==> config.mk <==
export PLATFORM = sky130hd
export DESIGN_NAME = mem_bus_arbiter_flat
export DESIGN_NICKNAME = d
export VERILOG_FILES = /design/src/rtl/mem_bus_arbiter_if.sv /design/src/rtl/mem_bus_arbiter.sv /design/src/flat_wrapper.sv
export SDC_FILE = /design/constraint.sdc
export NUM_CORES = 1
export LEC_CHECK = 0
export ABC_AREA = 1
export BUFFER_PORTS_ARGS = -buffer_cell sky130_fd_sc_hd__buf_2
export CAP_MARGIN = 40
export CORE_AREA = 2 2 118 120
export CTS_BUF_LIST = sky130_fd_sc_hd__clkbuf_8
export DETAILED_ROUTE_END_ITERATION = 6
export DIE_AREA = 0 0 120 122
export PLACE_DENSITY = 0.75
export SYNTH_ARGS = -nofsm -noshare
export SYNTH_HDL_FRONTEND = slang
export SYNTH_SLANG_ARGS = --single-unit
==> constraint.sdc <==
create_clock -name clk -period 3.3 [get_ports clk]
set_clock_uncertainty 0.15 [all_clocks]
set_input_delay 0.33 -clock clk [delete_from_list [all_inputs] [get_ports clk]]
set_output_delay 0.33 -clock clk [all_outputs]
set_load 0.01 [all_outputs]
==> src/rtl/mem_bus_arbiter_if.sv <==
// Two-master data-memory bus: master request/response signals plus the memory side.
interface mem_bus_arbiter_if;
   logic        m0_req;
   logic        m0_we;
   logic        m0_lock;
   logic [31:0] m0_addr;
   logic [31:0] m0_wdata;
   logic        m0_gnt;
   logic        m0_ack;
   logic        m0_err;
   logic [31:0] m0_rdata;

   logic        m1_req;
   logic        m1_we;
   logic        m1_lock;
   logic [31:0] m1_addr;
   logic [31:0] m1_wdata;
   logic        m1_gnt;
   logic        m1_ack;
   logic        m1_err;
   logic [31:0] m1_rdata;

   logic        mem_we;
   logic [31:0] mem_a;
   logic [31:0] mem_wd;
   logic [31:0] mem_rd;

   // Arbiter side.
   modport slave (
      input  m0_req, m0_we, m0_lock, m0_addr, m0_wdata,
      input  m1_req, m1_we, m1_lock, m1_addr, m1_wdata,
      input  mem_rd,
      output m0_gnt, m0_ack, m0_err, m0_rdata,
      output m1_gnt, m1_ack, m1_err, m1_rdata,
      output mem_we, mem_a, mem_wd
   );

   // Requester / memory-model side.
   modport master (
      output m0_req, m0_we, m0_lock, m0_addr, m0_wdata,
      output m1_req, m1_we, m1_lock, m1_addr, m1_wdata,
      output mem_rd,
      input  m0_gnt, m0_ack, m0_err, m0_rdata,
      input  m1_gnt, m1_ack, m1_err, m1_rdata,
      input  mem_we, mem_a, mem_wd
   );
endinterface

==> src/rtl/mem_bus_arbiter.sv <==
// Two-master memory bus arbiter: round-robin with bounded bus locking,
// address legality checking and registered single-cycle completions.
module mem_bus_arbiter #(
   parameter int unsigned MAX_LOCK = 4
) (
   input logic               clk,
   input logic               reset,
   mem_bus_arbiter_if.slave  bus
);
   localparam int unsigned DW = 32;
   localparam int unsigned CW = 4;
   localparam logic [CW-1:0] MAX_CNT = CW'(MAX_LOCK);
   localparam logic [CW-1:0] SAT_CNT = {CW{1'b1}};

   typedef enum logic [1:0] {IDLE, LOCK0, LOCK1} state_t;

   state_t        state, state_nx;
   logic          last_grant, last_grant_nx;
   logic [CW-1:0] lock_cnt, lock_cnt_nx;

   logic          gnt0_c, gnt1_c;
   logic          gnt0, gnt1;
   logic          hold0, hold1, req0_arb, req1_arb;
   logic          legal0, legal1, legal_sel, we_sel;
   logic [DW-1:0] addr_sel, wdata_sel;

   logic          ack0, ack1, err0, err1;
   logic [DW-1:0] rdata0, rdata1;

   // RAM words below 0x100, read-only switches, write-only LEDs.
   function automatic logic is_legal(input logic [DW-1:0] a, input logic we);
      return ((a < 32'h0000_0100) && (a[1:0] == 2'b00)) ||
             ((a == 32'hC000_0000) && !we) ||
             ((a == 32'hC000_0004) && we);
   endfunction

   assign legal0 = is_legal(bus.m0_addr, bus.m0_we);
   assign legal1 = is_legal(bus.m1_addr, bus.m1_we);

   // Arbitration state register.
   always_ff @(posedge clk) begin
      if (reset) begin
         state      <= IDLE;
         last_grant <= 1'b1;
         lock_cnt   <= '0;
      end else begin
         state      <= state_nx;
         last_grant <= last_grant_nx;
         lock_cnt   <= lock_cnt_nx;
      end
   end

   // Grant selection and next-state logic.
   always_comb begin
      gnt0_c        = 1'b0;
      gnt1_c        = 1'b0;
      state_nx      = IDLE;
      last_grant_nx = last_grant;
      lock_cnt_nx   = '0;

      // The lock owner keeps the bus unless it has used its quota while the
      // other master waits; >= keeps that true if the count ran past the limit
      // while the other master was idle.
      hold0 = (state == LOCK0) && bus.m0_req && !((lock_cnt >= MAX_CNT) && bus.m1_req);
      hold1 = (state == LOCK1) && bus.m1_req && !((lock_cnt >= MAX_CNT) && bus.m0_req);

      // A lock owner that is not held is excluded from open arbitration.
      req0_arb = bus.m0_req && (state != LOCK0);
      req1_arb = bus.m1_req && (state != LOCK1);

      if (hold0) begin
         gnt0_c        = 1'b1;
         last_grant_nx = 1'b0;
         if (bus.m0_lock) begin
            state_nx    = LOCK0;
            lock_cnt_nx = (lock_cnt == SAT_CNT) ? lock_cnt : CW'(lock_cnt + 4'd1);
         end
      end else if (hold1) begin
         gnt1_c        = 1'b1;
         last_grant_nx = 1'b1;
         if (bus.m1_lock) begin
            state_nx    = LOCK1;
            lock_cnt_nx = (lock_cnt == SAT_CNT) ? lock_cnt : CW'(lock_cnt + 4'd1);
         end
      end else if (req0_arb && (!req1_arb || last_grant)) begin
         gnt0_c        = 1'b1;
         last_grant_nx = 1'b0;
         if (bus.m0_lock) begin
            state_nx    = LOCK0;
            lock_cnt_nx = CW'(1);
         end
      end else if (req1_arb) begin
         gnt1_c        = 1'b1;
         last_grant_nx = 1'b1;
         if (bus.m1_lock) begin
            state_nx    = LOCK1;
            lock_cnt_nx = CW'(1);
         end
      end
   end

   // Grants are withheld while reset is asserted so nothing reaches memory.
   assign gnt0 = gnt0_c && !reset;
   assign gnt1 = gnt1_c && !reset;

   // Memory-side mux from the granted master.
   always_comb begin
      addr_sel  = '0;
      wdata_sel = '0;
      we_sel    = 1'b0;
      legal_sel = 1'b0;
      if (gnt0) begin
         addr_sel  = bus.m0_addr;
         wdata_sel = bus.m0_wdata;
         we_sel    = bus.m0_we;
         legal_sel = legal0;
      end else if (gnt1) begin
         addr_sel  = bus.m1_addr;
         wdata_sel = bus.m1_wdata;
         we_sel    = bus.m1_we;
         legal_sel = legal1;
      end
   end

   assign bus.mem_a  = addr_sel;
   assign bus.mem_wd = wdata_sel;
   assign bus.mem_we = we_sel && legal_sel;

   // Completion registers: one-cycle ack/err, read data captured at grant.
   always_ff @(posedge clk) begin
      if (reset) begin
         ack0   <= 1'b0;
         ack1   <= 1'b0;
         err0   <= 1'b0;
         err1   <= 1'b0;
         rdata0 <= '0;
         rdata1 <= '0;
      end else begin
         ack0 <= gnt0;
         ack1 <= gnt1;
         err0 <= gnt0 && !legal0;
         err1 <= gnt1 && !legal1;
         if (gnt0) rdata0 <= (legal0 && !bus.m0_we) ? bus.mem_rd : '0;
         if (gnt1) rdata1 <= (legal1 && !bus.m1_we) ? bus.mem_rd : '0;
      end
   end

   assign bus.m0_gnt   = gnt0;
   assign bus.m1_gnt   = gnt1;
   assign bus.m0_ack   = ack0;
   assign bus.m1_ack   = ack1;
   assign bus.m0_err   = err0;
   assign bus.m1_err   = err1;
   assign bus.m0_rdata = rdata0;
   assign bus.m1_rdata = rdata1;
endmodule

==> src/flat_wrapper.sv <==
// flat-port wrapper written by rule: the top's interface ports become plain ports
module mem_bus_arbiter_flat 
#(
   parameter int unsigned MAX_LOCK = 4
)
  (clk, reset, bus_m0_req, bus_m0_we, bus_m0_lock, bus_m0_addr, bus_m0_wdata, bus_m1_req, bus_m1_we, bus_m1_lock, bus_m1_addr, bus_m1_wdata, bus_mem_rd, bus_m0_gnt, bus_m0_ack, bus_m0_err, bus_m0_rdata, bus_m1_gnt, bus_m1_ack, bus_m1_err, bus_m1_rdata, bus_mem_we, bus_mem_a, bus_mem_wd);
  mem_bus_arbiter_if bus_i ();
  input logic clk;
  input logic reset;
  input wire logic [$bits(bus_i.m0_req)-1:0] bus_m0_req;
  input wire logic [$bits(bus_i.m0_we)-1:0] bus_m0_we;
  input wire logic [$bits(bus_i.m0_lock)-1:0] bus_m0_lock;
  input wire logic [$bits(bus_i.m0_addr)-1:0] bus_m0_addr;
  input wire logic [$bits(bus_i.m0_wdata)-1:0] bus_m0_wdata;
  input wire logic [$bits(bus_i.m1_req)-1:0] bus_m1_req;
  input wire logic [$bits(bus_i.m1_we)-1:0] bus_m1_we;
  input wire logic [$bits(bus_i.m1_lock)-1:0] bus_m1_lock;
  input wire logic [$bits(bus_i.m1_addr)-1:0] bus_m1_addr;
  input wire logic [$bits(bus_i.m1_wdata)-1:0] bus_m1_wdata;
  input wire logic [$bits(bus_i.mem_rd)-1:0] bus_mem_rd;
  output wire logic [$bits(bus_i.m0_gnt)-1:0] bus_m0_gnt;
  output wire logic [$bits(bus_i.m0_ack)-1:0] bus_m0_ack;
  output wire logic [$bits(bus_i.m0_err)-1:0] bus_m0_err;
  output wire logic [$bits(bus_i.m0_rdata)-1:0] bus_m0_rdata;
  output wire logic [$bits(bus_i.m1_gnt)-1:0] bus_m1_gnt;
  output wire logic [$bits(bus_i.m1_ack)-1:0] bus_m1_ack;
  output wire logic [$bits(bus_i.m1_err)-1:0] bus_m1_err;
  output wire logic [$bits(bus_i.m1_rdata)-1:0] bus_m1_rdata;
  output wire logic [$bits(bus_i.mem_we)-1:0] bus_mem_we;
  output wire logic [$bits(bus_i.mem_a)-1:0] bus_mem_a;
  output wire logic [$bits(bus_i.mem_wd)-1:0] bus_mem_wd;
  assign bus_i.m0_req = bus_m0_req;
  assign bus_i.m0_we = bus_m0_we;
  assign bus_i.m0_lock = bus_m0_lock;
  assign bus_i.m0_addr = bus_m0_addr;
  assign bus_i.m0_wdata = bus_m0_wdata;
  assign bus_i.m1_req = bus_m1_req;
  assign bus_i.m1_we = bus_m1_we;
  assign bus_i.m1_lock = bus_m1_lock;
  assign bus_i.m1_addr = bus_m1_addr;
  assign bus_i.m1_wdata = bus_m1_wdata;
  assign bus_i.mem_rd = bus_mem_rd;
  assign bus_m0_gnt = bus_i.m0_gnt;
  assign bus_m0_ack = bus_i.m0_ack;
  assign bus_m0_err = bus_i.m0_err;
  assign bus_m0_rdata = bus_i.m0_rdata;
  assign bus_m1_gnt = bus_i.m1_gnt;
  assign bus_m1_ack = bus_i.m1_ack;
  assign bus_m1_err = bus_i.m1_err;
  assign bus_m1_rdata = bus_i.m1_rdata;
  assign bus_mem_we = bus_i.mem_we;
  assign bus_mem_a = bus_i.mem_a;
  assign bus_mem_wd = bus_i.mem_wd;
  mem_bus_arbiter #(.MAX_LOCK(MAX_LOCK)) u_core (.clk(clk), .reset(reset), .bus(bus_i));
endmodule
==> reports/qor.yml, run 1 <==
setup_path:
  crit_required_ns: 2.82
  worst_ep_arrival_time_ns: 2.33
  path_cells: "inv_2, nor2_1, nand2_1, nor2_2, inv_2, nand2_2, nand2_1, inv_2, buf_4, nand2_1, nand2_1, buf_2"
  crit_buf_inv: 5
  cpMaxStageDelayCell: "inv_2"
  path_common_cell: "nand2_1"
  endpoint_kind: "primary output"
  r2r_setup_slack_ns: 1.28
  crit_fanout: 42
  crit_family: "buffers and inverters"
  worstSetupStartpointType: "flip-flop"
  crit_type: "reg2out"
  slowest_delay_ns: 0.52
synthesis:
  synth.area.mux_share_pct: 0.236
  synthDistinctLibCells: 24
  synthCells: 723
  syn-mean-instance-area_um2: 5.88
  ys_seq_elements: 75
  yosysWarnings: 0
  synth_xor_xnor_area_share_pct: 0.619
  synthesis.nets: 892
  synth-compound-area-share_pct: 6.86
  synth-simple-area-share_pct: 44.8
  synth_top_family_by_area: "simple AND/OR/NAND/NOR gates"
  synth_area_mm2: 0.00425
  ys_seq_area_share_pct: 35.3
  synthAdderAreaFrac_pct: 0.295
clock_tree:
  clkLatencyLatePin_ns: 0.35
  cts_root_buf: "clkbuf_8"
  clk_pin_slew_ns: 0.07
  cts_tree: "done"
  holdBufCountCts: 0
  cts_inserted_buffers: 9
  post_cts_resized: 0
  h-tree-depth: 3
  clk_path_buf_depth: 2
  cts_setup_buffers: 0
  clock-sinks: 75
detailed_routing:
  wl_mm: 17.1
  vias: 5425
  detail_route.iter0.violations: 355
  viasPerCell: 4.56
  final_antenna_net_count: 0
  drtPass1Iterations: 4
  drc: 0
  routedWlPerCell_um: 14.4
grt:
  grtUsageMet2_pct: 36.6
  grt.total_usage_pct: 22.5
  top_usage_layer: "met2"
  grt-ovfl-total: 0
  use_met3_pct: 6.13
  met1_usage_pct: 29.8
  antenna_found_initial: 0
  grt_max_degree: 67
  grt_pass1_wl_mm: 25.9
  grt_pass1_vias: 4902
power:
  clockPowerShare_pct: 36.5
  max-vdd-ir-drop_mv: 0.223
  netSwitchingPower_uw: 635
  power.leakage_nw: 3.24
  power.internal_mw: 1.56
  sw_frac_of_total_pct: 29.0
  power.density_mw_per_mm2: 361
  seq_power_share_pct: 41.7
  p_total_mw: 2.19
  pwr-share-comb_pct: 21.7
floorplan:
  core_mm2: 0.0135
  io_pins: 303
  rows: 43
  start_util_pct: 31.5
  dieHeight_um: 122
  die_area_mm2: 0.0146
  dieWidth_um: 120
flow_run:
  maxCapViolations: 0
timing:
  worst_pin_slew_ns: 0.699
  hold_viol: 0
  relSlewSlack_pct: 53.3
  setup_violations: 0
  tns_ns: 0
  setup_ws_ns: 0.488
  rsz0062_at_grt: "no"
  fin_crit_sh_pct: 85.2
  post-route-min-period_ns: 2.81
  final_max_slew_viol_count: 0
  fmax_mhz: 356
placed_design:
  port_buffers: 302
  pre_cts_slack_ns: 0.863
  dp_hpwl_mm: 13.2
  gp_congestion: 0.978
finish:
  drive_gt1_share_pct: 33.8
  synthToLayoutAreaGrowth_pct: 42.9
  finalNetCount: 1174
  antenna_cells: 0
worst_hold_path:
  hold_path.class: "in2reg"
run_status:
  status: "completed"
## flip-flops by register name, summed over array words and instances (netlist names)
signal               flops
u_core.bus.m1_err        1
u_core.bus.m1_rdata     32
u_core.bus.m0_ack        1
u_core.bus.m0_rdata     32
u_core.bus.m0_err        1
u_core.bus.m1_ack        1
u_core.last_grant        1
u_core.lock_cnt          4
u_core.state             2
## cells in the mapped netlist
| cell type | count | area [um^2] |
|---|---|---|
| nand3_1 | 77 | 385 |
| nand4_1 | 3 | 18.8 |
| nor2_2 | 2 | 12.5 |
| nand2_2 | 2 | 12.5 |
| clkbuf_1 | 16 | 60.1 |
| xnor2_1 | 2 | 17.5 |
| nor2_1 | 171 | 642 |
| o21ai_0 | 15 | 75.1 |
| mux2i_1 | 1 | 10.0 |
| a21oi_1 | 3 | 15.0 |
| inv_1 | 61 | 229 |
| xor2_1 | 1 | 8.76 |
| nand2_1 | 217 | 815 |
| buf_4 | 6 | 45.0 |
| o22ai_1 | 5 | 31.3 |
| inv_2 | 6 | 22.5 |
| dfxtp_1 | 75 | 1500 |
| ha_1 | 1 | 12.5 |
| o21ai_1 | 34 | 170 |
| buf_1 | 1 | 3.75 |
| nand3b_1 | 1 | 7.51 |
| nor3_1 | 2 | 10.0 |
| buf_6 | 6 | 67.6 |
| buf_2 | 15 | 75.1 |
## power groups by stage
stage / logic (mW) / clock network [mW] / registers (mW)
after CTS: 0.475 / 0.829 / 0.914
final: 0.476 / 0.800 / 0.914
after global routing: 0.526 / 0.869 / 0.914
after detailed placement: 0.473 / 0 / 0.935
after global placement: 0.474 / 0 / 0.935
after floorplan: 0.242 / 0 / 0.937
## worst reg2reg max path: stages (launching register included)
cell and delay, ns:
dfxtp_1 0.32, inv_2 0.04, nor2_1 0.12, nand2_1 0.08, nor2_2 0.14, inv_2 0.08, nand2_2 0.08, buf_4 0.52
nand3_1 0.18, nor2_1 0.13, nor2_1 0.05, nor2_1 0.08
## area by class of cell
class                   count  area, um^2
clock buffers              11         151
clock inverters             5        76.3
fillers                  1502        7430
inverters                  67         251
multi-input cells         537        2240
flip-flops and latches     75        1500
well taps                 180         225
repair buffers            315        1620
## final timing paths
kind / cells after the start / startpoint / end
worst max register to register: 11 / u_core.state[0] / u_core.bus.m0_rdata[12]
worst min-delay path: 3 / bus_m0_lock / u_core.state[0]
worst max-delay path: 12 / u_core.state[0] / bus_mem_wd[26]
worst min register to register: 2 / u_core.bus.m1_rdata[31] / u_core.bus.m1_rdata[31]
## logic make-up after synthesis
logic type / after synthesis
AND/OR/NAND/NOR: 475
XOR/XNOR: 3
multiplexers: 1
flip-flops: 75
buffers and inverters: 111
adder cells (fa/ha/maj): 1
AO/OA/AOI/OAI: 57
## per-stage QoR
step | utilization, % | cells | hold WS, ns | area (um^2)
CTS | 45.0 | 1190 | 0.0507 | 6070
floorplan | - | 723 | 0.315 | 4250
global placement | 43.3 | 1174 | 0.313 | 5840
global route | 45.0 | 1190 | 0.0629 | 6070
finish | 45.0 | 1190 | 0.0731 | 6070
detailed placement | 43.3 | 1174 | 0.320 | 5840
## placed cells by master, fill, tap and decap left out, types with 3 or more instances in the layout
cell type,Yosys,routed
inv_1,61,61
clkbuf_8,0,11
buf_2,15,302
a21oi_1,3,3
dfxtp_1,75,75
o21ai_0,15,15
o22ai_1,5,5
o21ai_1,34,34
buf_4,6,12
inv_2,6,7
nor2_1,171,171
nand4_1,3,3
nand2_1,217,217
nand3_1,77,77
## layer usage
layer,routed length [um],vias to the layer above
li1,-,2783
met1,7620,2404
met2,7890,219
met3,1370,19
met4,216,0
met5,0,-
Note: power is estimated with default switching activity, not from simulation.
==> run 2: changes to the inputs <==
- CORE_AREA: 2 2 118 120 -> 2 2 119 121
- DIE_AREA: 0 0 120 122 -> 0 0 121 123
- PLACE_DENSITY: 0.75 -> 0.77
- SETUP_SLACK_MARGIN: default -> 0.05
- clock period: 3.3 -> 2.4 ns (I/O delays scaled with it)
==> run 2 against run 1 <==
- non-clock buffer count increased by 35
- highest routed layer unchanged
- clock power increased by 0.9%
- final area increased by 13%
- utilization increased by 5.5 points
- critical path depth decreased by 2
- count of clock-buffer cells in the layout decreased by 2
- worst hold slack got worse by 0.057 ns
==> reports/qor.yml, run 2 (same netlist as run 1, synthesis figures left out) <==
setup_path:
  crit_fanout: 8  # -81%
  rr_startpoint: "u_core.state[1]"
  r2r_setup_slack_ns: 0.31  # -0.97 ns
  worst_ep_arrival_time_ns: 1.95  # -0.38 ns
  worstSetupStartpointType: "flip-flop"
  reg2reg_to: "u_core.bus.m0_rdata[26]"
  rr_worst_depth: 9  # -2
  crit_type: "reg2out"
  crit_required_ns: 2.01  # -0.81 ns
  endpoint_kind: "primary output"
worst_hold_path:
  whs_endpoint: "u_core.bus.m1_rdata[15]"
  min_from: "bus_mem_rd[15]"
  hold_path.class: "in2reg"
  worstHoldPathCells: 3  # unchanged
clock_tree:
  clk_pin_slew_ns: 0.08  # about the same
  clock-sinks: 75  # unchanged
  clkLatencyLatePin_ns: 0.35  # about the same
  cts_inserted_buffers: 9  # unchanged
  clk_path_buf_depth: 2  # unchanged
  cts_tree: "done"
  h-tree-depth: 3  # unchanged
  cts_root_buf: "clkbuf_8"
detailed_routing:
  final_antenna_net_count: 0  # unchanged
  routedWlPerCell_um: 15.4  # +7.3%
  vias: 5783  # +6.6%
  wl_mm: 18.9  # +10%
  drc: 0  # unchanged
  detail_route.iter0.violations: 507  # +43%
  viasPerCell: 4.73  # +3.7%
  drtPass1Iterations: 5  # +1
grt:
  grt.total_usage_pct: 23.4  # +0.89 points
  antenna_found_initial: 0  # unchanged
  grt_pass1_vias: 5190  # +5.9%
  grt_pass1_wl_mm: 27.2  # +5.3%
  grt_max_degree: 67  # unchanged
  grt-ovfl-total: 0  # unchanged
timing:
  rsz0062_at_grt: "yes"
  hold_viol: 0  # unchanged
  setup_violations: 0  # unchanged
  relSlewSlack_pct: 53.7  # +0.35 points
  post-route-min-period_ns: 2.34
  fin_crit_sh_pct: 97.5
  worst_pin_slew_ns: 0.695  # -0.00429 ns
  fmax_mhz: 427
  final_max_slew_viol_count: 0  # unchanged
finish:
  synthToLayoutAreaGrowth_pct: 61.7
  finalInstanceArea_mm2: 0.00687  # +13%
  final_cell_mix: "286 x buf_2, 170 x nand2_1, 167 x nor2_1"
  finalNetCount: 1209  # +3.0%
  final_common_cell: "buf_2"
  antenna_cells: 0  # unchanged
  post_layout_nonfiller_instances: 1223  # +2.8%
  final_util_pct: 50.5  # +5.5 points
  fillers: 1406  # -6.4%
  drive_gt1_share_pct: 39.7  # +5.9 points
floorplan:
  dieHeight_um: 123  # +0.82%
  io_pins: 303  # unchanged
  die_area_mm2: 0.0149  # +1.7%
  dieWidth_um: 121  # +0.83%
  start_util_pct: 31.2  # -0.25 points
  core_mm2: 0.0136  # +0.80%
  rows: 43  # unchanged
placed_design:
  place_inst: 1173  # -0.085%
  gp_congestion: 0.922  # -5.7%
  port_buffers: 302  # unchanged
  place_area_mm2: 0.00586  # +0.30%
  dp_hpwl_mm: 13.6  # +2.4%
run_status:
  status: "completed"
power:
  max-vdd-ir-drop_mv: 0.257  # +15%
  power.leakage_nw: 3.53  # +8.9%
  power.density_mw_per_mm2: 427  # +18%
flow_run:
  maxCapViolations: 0  # unchanged
[run 2: what timing repair did]
action,in CTS,in global routing
endpoints found under the setup margin,39,64
resized for setup,14,99
cloned,4,5
hold buffers,20,0
hold endpoints to repair,20,0
pin swaps,0,19
setup buffers,0,7
[run 2: area by class of cell]
| cell class | instances | area (um^2) | share of cell area (%) |
|---|---|---|---|
| clock inverters | 5 | 25.0 | 0.364 |
| multi-input cells | 537 | 2480 | 36.1 |
| repair buffers | 350 | 2230 | 32.5 |
| flip-flops and latches | 75 | 1510 | 21.9 |
| clock buffers | 9 | 124 | 1.80 |
| inverters | 67 | 279 | 4.06 |
| well taps | 180 | 225 | 3.28 |
[run 2: worst max path at each step]
stage                       startpoint              to  slack [ns]  depth (start not counted)
floorplan              u_core.state[0]  bus_mem_wd[10]        0.68                         12
global placement    u_core.lock_cnt[2]    bus_mem_a[5]        0.32                         10
detailed placement     u_core.state[0]   bus_mem_a[19]        0.31                         12
CTS                 u_core.lock_cnt[3]   bus_mem_a[10]        0.05                         10
global route           u_core.state[0]  bus_mem_wd[22]      -0.003                         12
finish                 u_core.state[0]   bus_mem_a[14]        0.06                         10
[run 2: through the flow]
| step | hold slack [ns] | TNS [ns] | worst slack, ns | total power [mW] |
|---|---|---|---|---|
| finish | 0.0166 | 0 | 0.0598 | 2.93 |
| global route | 0.00169 | -0.00421 | -0.00285 | 3.07 |
| CTS | 0.00205 | 0 | 0.0463 | 2.82 |
| detailed placement | 0.317 | 0 | 0.309 | 1.95 |
| global placement | 0.312 | 0 | 0.315 | 1.95 |
| floorplan | 0.225 | 0 | 0.681 | 1.62 |
[run 2: layer usage]
metal | track usage [%] | part of all wire [%]
met2 | 36.3 | 45
met4 | 8.94 | 3.2
met1 | 29.8 | 41
met5 | 0 | 0
met3 | 8.53 | 10
[run 2: power by group]
group	switching [mW]	leakage (nW)	internal, mW
sequential	0.00701	0.607	1.25
combinational	0.480	2.84	0.383
clock	0.454	0.0833	0.353
total	0.941	3.53	1.99
[run 2: critical path: stages, from the launching register on]
cell      delay [ns]
dfxtp_2         0.35
inv_4           0.04
nand2_4         0.07
nand3b_1        0.15
nand2_2         0.14
nand2_2         0.06
nand2_2         0.08
nand2_4         0.11
buf_4           0.19
o21ai_0         0.21
buf_2           0.19
